## config.mk

```make
export PLATFORM = sky130hd
export DESIGN_NAME = uart_txer
export DESIGN_NICKNAME = d
export VERILOG_FILES = /design/src/rtl/uart_txer.sv
export SDC_FILE = /design/constraint.sdc
export NUM_CORES = 1
export LEC_CHECK = 0
export BUFFER_PORTS_ARGS = -buffer_cell sky130_fd_sc_hd__buf_2
export CAP_MARGIN = 20
export CORE_MARGIN = 2
export CORE_UTILIZATION = 39
export CTS_CLUSTER_SIZE = 30
export DETAILED_ROUTE_END_ITERATION = 8
export PLACE_DENSITY = 0.63
export SKIP_LAST_GASP = 1
export SLEW_MARGIN = 10
export SYNTH_ARGS = -nofsm -noshare
export SYNTH_HDL_FRONTEND = slang
export SYNTH_SLANG_ARGS = --single-unit
```

## constraint.sdc

```tcl
create_clock -name clk -period 2.5 [get_ports clk]
set_input_delay 0.125 -clock clk [delete_from_list [all_inputs] [get_ports clk]]
set_output_delay 0.125 -clock clk [all_outputs]
set_load 0.1 [all_outputs]
```

## src/rtl/uart_txer.sv

```systemverilog
`timescale 1ns/1ps
// 8N1 UART transmitter with a one-byte holding buffer so frames run back to back.
// Define UART_TX_PARITY_EN to insert an even-parity bit between the data bits and the stop bit.
module uart_txer #(
    parameter int CLKS_PER_BIT = 5000
) (
    input  logic       clk,
    input  logic       res,
    input  logic [7:0] data_in,
    input  logic       en_data_in,
    output logic       ready,
    output logic       TX,
    output logic       tx_done
);

    localparam int CW = (CLKS_PER_BIT > 1) ? $clog2(CLKS_PER_BIT) : 1;
    localparam logic [CW-1:0] CNT_LAST = CW'(CLKS_PER_BIT - 1);

`ifdef UART_TX_PARITY_EN
    typedef enum logic [2:0] {S_IDLE, S_START, S_DATA, S_PARITY, S_STOP} state_t;
`else
    typedef enum logic [1:0] {S_IDLE, S_START, S_DATA, S_STOP} state_t;
`endif

    state_t        state_reg, state_next;
    logic [CW-1:0] cnt_reg, cnt_next;
    logic [2:0]    bit_reg, bit_next;
    logic [7:0]    sr_reg, sr_next;
    logic          tx_reg, tx_next;
    logic [7:0]    buf_reg, buf_next;
    logic          buf_valid_reg, buf_valid_next;
    logic          wrap;
    logic          load;

`ifdef UART_TX_PARITY_EN
    logic       parity_reg, parity_next;
    logic [8:0] par_chain;

    // Even parity of the buffered byte, ready when the byte moves into the shifter.
    assign par_chain[0] = 1'b0;
    generate
        for (genvar gi = 0; gi < 8; gi++) begin : g_par
            assign par_chain[gi+1] = par_chain[gi] ^ buf_reg[gi];
        end
    endgenerate
`endif

    assign wrap    = (cnt_reg == CNT_LAST);
    assign ready   = !buf_valid_reg;
    assign TX      = tx_reg;
    assign tx_done = (state_reg == S_STOP) && wrap;

    always_comb begin
        state_next     = state_reg;
        cnt_next       = cnt_reg;
        bit_next       = bit_reg;
        sr_next        = sr_reg;
        tx_next        = tx_reg;
        buf_next       = buf_reg;
        buf_valid_next = buf_valid_reg;
        load           = 1'b0;
`ifdef UART_TX_PARITY_EN
        parity_next    = parity_reg;
`endif

        if (en_data_in && !buf_valid_reg) begin
            buf_next       = data_in;
            buf_valid_next = 1'b1;
        end

        if (state_reg != S_IDLE) begin
            cnt_next = wrap ? '0 : cnt_reg + CW'(1);
        end

        case (state_reg)
            S_IDLE: begin
                tx_next  = 1'b1;
                cnt_next = '0;
                load     = buf_valid_reg;
            end
            S_START: begin
                if (wrap) begin
                    tx_next    = sr_reg[0];
                    bit_next   = 3'd0;
                    state_next = S_DATA;
                end
            end
            S_DATA: begin
                if (wrap) begin
                    if (bit_reg == 3'd7) begin
`ifdef UART_TX_PARITY_EN
                        tx_next    = parity_reg;
                        state_next = S_PARITY;
`else
                        tx_next    = 1'b1;
                        state_next = S_STOP;
`endif
                    end else begin
                        sr_next  = {1'b0, sr_reg[7:1]};
                        tx_next  = sr_reg[1];
                        bit_next = bit_reg + 3'd1;
                    end
                end
            end
`ifdef UART_TX_PARITY_EN
            S_PARITY: begin
                if (wrap) begin
                    tx_next    = 1'b1;
                    state_next = S_STOP;
                end
            end
`endif
            S_STOP: begin
                tx_next = 1'b1;
                if (wrap) begin
                    if (buf_valid_reg) begin
                        load = 1'b1;
                    end else begin
                        state_next = S_IDLE;
                    end
                end
            end
            default: begin
                state_next = S_IDLE;
                tx_next    = 1'b1;
            end
        endcase

        // Loading only happens while the buffer is full, when no accept can occur.
        if (load) begin
            sr_next        = buf_reg;
            buf_valid_next = 1'b0;
            tx_next        = 1'b0;
            cnt_next       = '0;
            state_next     = S_START;
`ifdef UART_TX_PARITY_EN
            parity_next    = par_chain[8];
`endif
        end
    end

    always_ff @(posedge clk) begin
        if (res) begin
            state_reg     <= S_IDLE;
            cnt_reg       <= '0;
            bit_reg       <= 3'd0;
            sr_reg        <= 8'h00;
            tx_reg        <= 1'b1;
            buf_reg       <= 8'h00;
            buf_valid_reg <= 1'b0;
`ifdef UART_TX_PARITY_EN
            parity_reg    <= 1'b0;
`endif
        end else begin
            state_reg     <= state_next;
            cnt_reg       <= cnt_next;
            bit_reg       <= bit_next;
            sr_reg        <= sr_next;
            tx_reg        <= tx_next;
            buf_reg       <= buf_next;
            buf_valid_reg <= buf_valid_next;
`ifdef UART_TX_PARITY_EN
            parity_reg    <= parity_next;
`endif
        end
    end

endmodule
```

==> results of run 1 <==
worst max-delay path by stage:
stage | from | endpoint | slack, ps | cells after the start
2_1_floorplan | cnt_reg[10] | tx_done | 340 | 2
3_3_place_gp | cnt_reg[10] | sr_reg[4] | 410 | 4
3_5_place_dp | cnt_reg[10] | sr_reg[0] | 370 | 4
4_1_cts | cnt_reg[10] | sr_reg[0] | 360 | 4
5_1_grt | cnt_reg[10] | sr_reg[4] | 240 | 4
6_report | cnt_reg[10] | sr_reg[0] | 370 | 4
cells in the final DEF, fill, tap and decap left out, types with 2 or more instances in the layout:
cell type and count:
nand2b_1 4, and3_1 2, xor2_1 4, buf_2 13, inv_1 6, mux2i_1 16
a21oi_1 12, buf_4 2, or3b_2 2, clkbuf_8 5, nand4_1 7, nor4_4 2
o21ai_0 7, o31ai_1 7, nand2_1 6, nor3_1 5, dfxtp_1 36, xnor2_1 6
nor2_1 24, ha_1 9, nor2b_1 2, nor4_1 4, nand3b_1 4, nand3_1 7
kinds of logic (layout without fill, tap and decap cells):
kind of cell    after synthesis  count (layout)  synth area share (%)
buf+inv                      16              29                  3.87
compound gates               32              32                  11.2
flops                        36              36                  40.5
fa+ha+maj                     9               9                  6.33
xor+xnor                     10              10                  4.92
simple gates                 77              77                  24.2
mux                          16              16                  9.00
metal layers:
layer / track usage, % / vias to the layer above
li1: - / 733
met1: 22.3 / 653
met2: 21.0 / 34
met3: 4.36 / 9
met4: 3.77 / 0
met5: 0 / -
cell type report:
cell class / count / area share (%)
Tap cell: 52 / 3.25
Sequential cell: 36 / 36.0
Multi-Input combinational cell: 144 / 50.2
Inverter: 6 / 1.13
Clock inverter: 2 / 1.75
Timing Repair Buffer: 15 / 4.00
Clock buffer: 6 / 3.63
Yosys cell counts, drive strengths merged, types with 7 or more instances:
cell	number
dfxtp	36
nor2	24
mux2i	16
a21oi	12
clkbuf	9
ha	9
nand3	7
nand4	7
o21ai	7
o31ai	7
stage by stage:
step | total power [mW] | instances | util [%] | instance area, um^2
after global routing | 1.91 | 261 | 45.6 | 2000
after CTS | 1.80 | 261 | 45.6 | 2000
after global placement | 1.29 | 253 | 43.2 | 1890
after detailed placement | 1.29 | 253 | 43.2 | 1890
final | 1.79 | 261 | 45.6 | 2000
after floorplan | 1.21 | 196 | - | 1790
report_power, final:
| part | total, mW | switching [mW] | leakage [nW] | internal (mW) |
|---|---|---|---|---|
| Sequential | 0.718 | 0.0586 | 0.293 | 0.660 |
| Combinational | 0.568 | 0.369 | 0.367 | 0.199 |
| Clock | 0.503 | 0.207 | 0.0552 | 0.296 |
worst reg2reg max path: stages, from the launching register on:
cell and delay [ps]:
dfxtp_1 350, or4_4 590, o41a_1 580, or2_0 370, a21oi_1 170
==> impl_metrics.tcl, run 1 <==
set metrics [dict create \
    timing.final.crit_period_ps 2130 \
    drc 0 \
    first_global_vias 1247 \
    finalSetupViolCount 0 \
    largest_register_ff_count 13 \
    wl_met1_mm 1.86 \
    fin_hold_ws_ps 74.3 \
    dieArea_um2 5120 \
    required_ps 2720 \
    cts_resized 0 \
    crit_fanout 10 \
    leakage_nw 0.716 \
    async_flop_share_pct 0 \
    rows 24 \
    syn_inst 196 \
    reg2reg_depth 4 \
    wl_per_cell_um 13.5 \
    hold_class "input port to flip-flop" \
    gp_congestion 0.815 \
    coreArea_um2 4380 \
    rsz0062_at_grt "false" \
    clock_skew_ps 2.63 \
    max_cap_violations 0 \
    drive_gt1_share_pct 12.9 \
    synth_ff_type "dfxtp_1" \
    synth.top_cells.by_area "dfxtp_1, mux2i_1, ha_1, nor2_1, a21oi_1" \
    nets 228 \
    crit_path_top_delay_cell "or4_4" \
    grt_remaining_overflow 0 \
    drt_iter0_drc 66 \
    vias_per_cell 5.48 \
    antenna_found_initial 0 \
    crit_path_cell_trace "or4_4, o41a_1, or2_0, a21oi_1" \
    totalWireLength_mm 3.51 \
    finalSetupTns_ps 0 \
    post-place-ws_ps 375 \
    synth_cell_types 38 \
    cts_buffers 5 \
    multi_input_area_um2 1000 \
    crit_path_start_kind "flip-flop" \
    clkSinkCount 36 \
    register_area_um2 721 \
    ys_seq_area_share_pct 40.5 \
    route.met2.wl_mm 1.43 \
    dr_total_vias 1429 \
    cp_slowest_stage_delay_ps 590 \
    synth_top_cell_by_area "dfxtp_1" \
    num_antenna_cells 0 \
    dr.max_layer_used "met4" \
    die_w_um 71.5 \
    finalHoldViolations 0 \
    hold_start "data_in[2]" \
    critPathCaptureType "flip-flop" \
    path_clk_slew_ps 70 \
    cts_tree "done" \
    clock_latency_ps 280 \
    min_period_over_period_pct 85.1 \
    port_buffers 13 \
    wl_met3_um 174 \
    synth_edf_count 0 \
    setup_slack_ps 374 \
    synth_nets 216 \
    crit_family "simple AND/OR/NAND/NOR gates" \
    holdPathStages 3 \
    cts_buffer_depth 2 \
    path_class "flip-flop to flip-flop" \
    slew_violations 0 \
    start_util_pct 40.6 \
    cts_hold_buffers 0 \
    root_buffer "clkbuf_8" \
    yosys_register_bits 36 \
    regToRegStartpoint "cnt_reg[10]" \
    io_pins 14 \
    ir_worst_vdd_uv 588 \
    area_growth_pct 12.4 \
    grt_max_degree 18 \
    arrival_ps 2340 \
    reg2reg_slack_ps 370 \
    relSlewSlack_pct 66.1 \
    yosys_warnings 0 \
    grt_first_pass_wirelength_mm 6.09 \
    worstMarginPinSlew_ps 506 \
    syn_area_per_cell_um2 9.08 \
    hold_end "buf_reg[2]" \
    fmax_ghz 0.470 \
    ant_nets 0 \
    outcome "completed" \
    synth.top_cell.area_share_pct 40.5 \
    first_pass_iters 4 \
    power_density_nw_per_um2 895 \
    r2r_end "sr_reg[0]" \
    post-dp-hpwl_mm 2.57 \
    crit_buf_inv 0 \
    die_y_um 71.5 \
    nFillCells 454 \
    syn-cell-area_um2 1780 \
    grtUsageTotal_pct 14.9 \
    post_cts_buffers 0 \
    htreeDepth 2 \
]
No activity file was read; power rests on OpenSTA's default activity.
==> run 2, diff against run 1 <==
--- a/config.mk
+++ b/config.mk
@@ -7,7 +7,6 @@
 export LEC_CHECK = 0
 export BUFFER_PORTS_ARGS = -buffer_cell sky130_fd_sc_hd__buf_2
 export CAP_MARGIN = 20
-export CORE_MARGIN = 2
 export CORE_UTILIZATION = 39
 export CTS_CLUSTER_SIZE = 30
 export DETAILED_ROUTE_END_ITERATION = 8
==> run 2 against run 1 <==
Worst setup slack lost 26 ps. Non-clock buffer count did not move. Sequential power hardly changed. Global-route usage grew 0.45 points. Count of clock-buffer cells in the layout fell by 1. Combinational power barely moved. Largest power group unchanged. Fmax is 1.2% lower. Wire length down 3.0%. Critical endpoint is now sr_reg[3]. Largest cell class unchanged. First-iteration DRC count fell by 17%. Via count fell by 4.1%. Clock skew increased by 4.8 ps.
==> impl_metrics.tcl, run 2 (same netlist as run 1, synthesis figures left out) <==
set metrics [dict create \
    critPathCaptureType "flip-flop" \
    ant_nets 0 \
    coreArea_um2 4380 \
    max_cap_violations 0 \
    first_global_vias 1351 \
    area_growth_pct 12.7 \
    htreeDepth 2 \
    rows 24 \
    cts_hold_buffers 0 \
    grtUsageTotal_pct 15.4 \
    outcome "completed" \
    root_buffer "clkbuf_8" \
    final_cell_mix "dfxtp_1, nor2_1, mux2i_1" \
    clock_skew_ps 7.43 \
    drive_gt1_share_pct 13.4 \
    dieArea_um2 4840 \
    cts_buffers 5 \
    crit_path_top_delay_cell "or4_4" \
    post-place-ws_ps 341 \
    cp_slowest_stage_delay_ps 590 \
    slew_violations 0 \
    finalSetupViolCount 0 \
    clkSinkCount 36 \
    largest_register_ff_count 13 \
    crit_buf_inv 0 \
    relSlewSlack_pct 68.4 \
    first_pass_iters 4 \
    path_clk_slew_ps 80 \
    num_antenna_cells 0 \
    crit_path_cell_trace "or4_4, o41a_1, or2_0, a21oi_1" \
    crit_family "simple AND/OR/NAND/NOR gates" \
    totalWireLength_mm 3.40 \
    start_util_pct 40.6 \
    clock_latency_ps 290 \
    rsz0062_at_grt "false" \
    required_ps 2720 \
    wl_per_cell_um 13.0 \
    drt_iter0_drc 55 \
    vias_per_cell 5.25 \
    cts_tree "done" \
    timing.final.crit_period_ps 2150 \
    post_cts_buffers 0 \
    grt_first_pass_wirelength_mm 5.98 \
    hold_class "input port to flip-flop" \
    cts_resized 0 \
    die_w_um 69.5 \
    gp_congestion 0.783 \
    final_common_cell "dfxtp_1" \
    path_class "flip-flop to flip-flop" \
    cts_buffer_depth 2 \
    fin_hold_ws_ps 63.6 \
    antenna_found_initial 0 \
    grt_max_degree 18 \
    ir_worst_vdd_uv 541 \
    worstMarginPinSlew_ps 473 \
    arrival_ps 2370 \
    post-dp-hpwl_mm 2.46 \
    io_pins 14 \
    finalHoldViolations 0 \
    port_buffers 13 \
    fmax_ghz 0.465 \
    nets 228 \
    die_y_um 69.5 \
    crit_path_start_kind "flip-flop" \
    finalSetupTns_ps 0 \
    power_density_nw_per_um2 897 \
    crit_fanout 10 \
    total_power_mw 1.80 \
    leakage_nw 0.715 \
    dr_total_vias 1370 \
    grt_remaining_overflow 0 \
    min_period_over_period_pct 86.1 \
    setup_slack_ps 347 \
    drc 0 \
]
## run 2: per-stage QoR
| stage | util [%] | area (um^2) | cells |
|---|---|---|---|
| floorplan | - | 1790 | 196 |
| finish | 45.7 | 2000 | 261 |
| global placement | 43.2 | 1890 | 253 |
| CTS | 45.7 | 2000 | 261 |
| global route | 45.7 | 2000 | 261 |
| detailed placement | 43.2 | 1890 | 253 |
## run 2: worst register-to-register path, cell delays in order (launching register included)
cell and delay (ps):
dfxtp_1 350, or4_4 590, o41a_1 580, or2_0 380, a21oi_1 180
## run 2: power breakdown
part	switching [mW]	internal (mW)	total [mW]
clock network	0.217	0.295	0.512
logic	0.368	0.200	0.568
registers	0.0577	0.659	0.717
## run 2: area by class of cell
cell class | instances | area [um^2]
sequential | 36 | 721
fill | 430 | 2380
multi-input combinational | 144 | 1000
clock inverter | 3 | 42.5
inverter | 6 | 22.5
tap | 52 | 65.1
clock buffer | 5 | 68.8
timing repair buffer | 15 | 80.1
## run 2: worst paths after layout
path / start / to / slack (ps) / depth (start not counted)
worst max-delay path: cnt_reg[10] / sr_reg[3] / 350 / 4
worst min-delay path: data_in[3] / buf_reg[3] / 60 / 3
worst max register to register: cnt_reg[10] / sr_reg[3] / 350 / 4
worst min register to register: cnt_reg[0] / cnt_reg[0] / 460 / 1
## run 2: per-layer routing
layer  vias to the layer above  track usage, %  share of wire, %
met2                        21            22.7                41
met1                       613            21.2                54
met4                         0            6.12               1.1
li1                        732               -                 -
met5                         -               0                 0
met3                         4            4.22               3.5
==> run 3, diff against run 2 <==
--- a/config.mk
+++ b/config.mk
@@ -7,10 +7,10 @@
 export LEC_CHECK = 0
 export BUFFER_PORTS_ARGS = -buffer_cell sky130_fd_sc_hd__buf_2
 export CAP_MARGIN = 20
-export CORE_UTILIZATION = 39
+export CORE_UTILIZATION = 28
 export CTS_CLUSTER_SIZE = 30
 export DETAILED_ROUTE_END_ITERATION = 8
-export PLACE_DENSITY = 0.63
+export PLACE_DENSITY = 0.5
 export SKIP_LAST_GASP = 1
 export SLEW_MARGIN = 10
 export SYNTH_ARGS = -nofsm -noshare
==> run 3 against run 2 <==
Count of clock-buffer cells in the layout did not move. Largest cell class unchanged. Clock skew grew 1.6 ps. Critical path type unchanged. Critical path depth unchanged. Largest power group unchanged.
==> impl_metrics.tcl, run 3 (same netlist as run 1, synthesis figures left out) <==
set metrics [dict create \
    cp_slowest_stage_delay_ps 600 \
    max_cap_violations 0 \
    total_power_mw 1.72 \
    final_cell_mix "dfxtp_1, nor2_1, mux2i_1" \
    cts_resized 0 \
    cts_buffers 5 \
    cts_buffer_depth 2 \
    post_cts_buffers 0 \
    power_density_nw_per_um2 853 \
    clkSinkCount 36 \
    relSlewSlack_pct 65.8 \
    grtUsageTotal_pct 12.3 \
    arrival_ps 2410 \
    coreArea_um2 6030 \
    crit_fanout 10 \
    start_util_pct 29.5 \
    ir_worst_vdd_uv 368 \
    nets 228 \
    rows 28 \
    antenna_found_initial 0 \
    clock_skew_ps 9.08 \
    path_class "flip-flop to flip-flop" \
    drive_gt1_share_pct 13.4 \
    first_global_vias 1274 \
    post-place-ws_ps 326 \
    grt_max_degree 18 \
    slew_violations 0 \
    gp_congestion 0.775 \
    wl_per_cell_um 12.8 \
    die_y_um 81.7 \
    largest_register_ff_count 13 \
    die_w_um 81.7 \
    crit_path_top_delay_cell "o41a_1" \
    timing.final.crit_period_ps 2180 \
    fin_hold_ws_ps 57.6 \
    leakage_nw 0.701 \
    crit_path_cell_trace "or4_4, o41a_1, or2_0, a21oi_1" \
    nFillCells 638 \
    htreeDepth 2 \
    drt_iter0_drc 60 \
    dieArea_um2 6680 \
    grt_first_pass_wirelength_mm 6.17 \
    drc 0 \
    first_pass_iters 4 \
    hold_class "input port to flip-flop" \
    path_clk_slew_ps 80 \
    num_antenna_cells 0 \
    area_growth_pct 13.2 \
    finalHoldViolations 0 \
    min_period_over_period_pct 87.2 \
    required_ps 2730 \
    cts_hold_buffers 0 \
    finalSetupTns_ps 0 \
    totalWireLength_mm 3.64 \
    setup_slack_ps 320 \
    grt_remaining_overflow 0 \
    clock_latency_ps 300 \
    fmax_ghz 0.459 \
    finalSetupViolCount 0 \
    root_buffer "clkbuf_8" \
    vias_per_cell 4.86 \
    post-dp-hpwl_mm 2.64 \
    io_pins 14 \
    port_buffers 13 \
    worstMarginPinSlew_ps 512 \
    rsz0062_at_grt "false" \
    cts_tree "done" \
    final_common_cell "dfxtp_1" \
    crit_path_start_kind "flip-flop" \
    dr_total_vias 1380 \
    critPathCaptureType "flip-flop" \
    ant_nets 0 \
    outcome "completed" \
]
## run 3: cell types whose count changed in the layout (fill, tap and decap cells not counted)
cell,previous run,this run
bufinv_16,1,0
clkinvlp_4,1,2
clkinv_2,1,0
clkinv_4,0,1
## run 3: power by group
part           leakage (nW)  internal [mW]  switching [mW]  total, mW
Clock                0.0404          0.197           0.231      0.428
Combinational         0.367          0.199           0.374      0.573
Sequential            0.293          0.659          0.0582      0.717
Total                 0.701           1.06           0.663       1.72
## run 3: final cells by class
class | count | area [um^2] | area share (%)
flip-flops and latches | 36 | 721 | 35.8
repair buffers | 15 | 80.1 | 3.98
clock inverters | 3 | 23.8 | 1.18
inverters | 6 | 22.5 | 1.12
well taps | 75 | 93.8 | 4.66
clock buffers | 5 | 68.8 | 3.42
multi-input cells | 144 | 1000 | 49.9
## run 3: per-layer routing
layer	track usage, %	up-vias	part of all wire (%)
met5	0	-	0
met4	4.74	0	1.5
met3	3.33	7	2.6
met2	18.4	12	43
met1	16.6	631	53
li1	-	730	-
## run 3: worst paths after layout
check                    from    endpoint  slack [ps]  depth (start not counted)
setup / recovery  cnt_reg[10]   sr_reg[1]         320                          4
hold / removal     data_in[2]  buf_reg[2]          60                          3
setup reg to reg  cnt_reg[10]   sr_reg[1]         320                          4
hold reg to reg    cnt_reg[0]  cnt_reg[0]         460                          1
## run 3: worst max-delay path, delay by kind of cell (launching register included)
family	cells	cell delay, ps
flops	1	350
simple gates	2	990
compound gates	2	790
## run 3: metrics by stage
step / instance area, um^2 / instances / util, %
final: 2010 / 284 / 33.4
after global routing: 2010 / 284 / 33.4
after CTS: 2010 / 284 / 33.4
after detailed placement: 1920 / 276 / 31.9
after global placement: 1920 / 276 / 31.9
after floorplan: 1790 / 196 / -
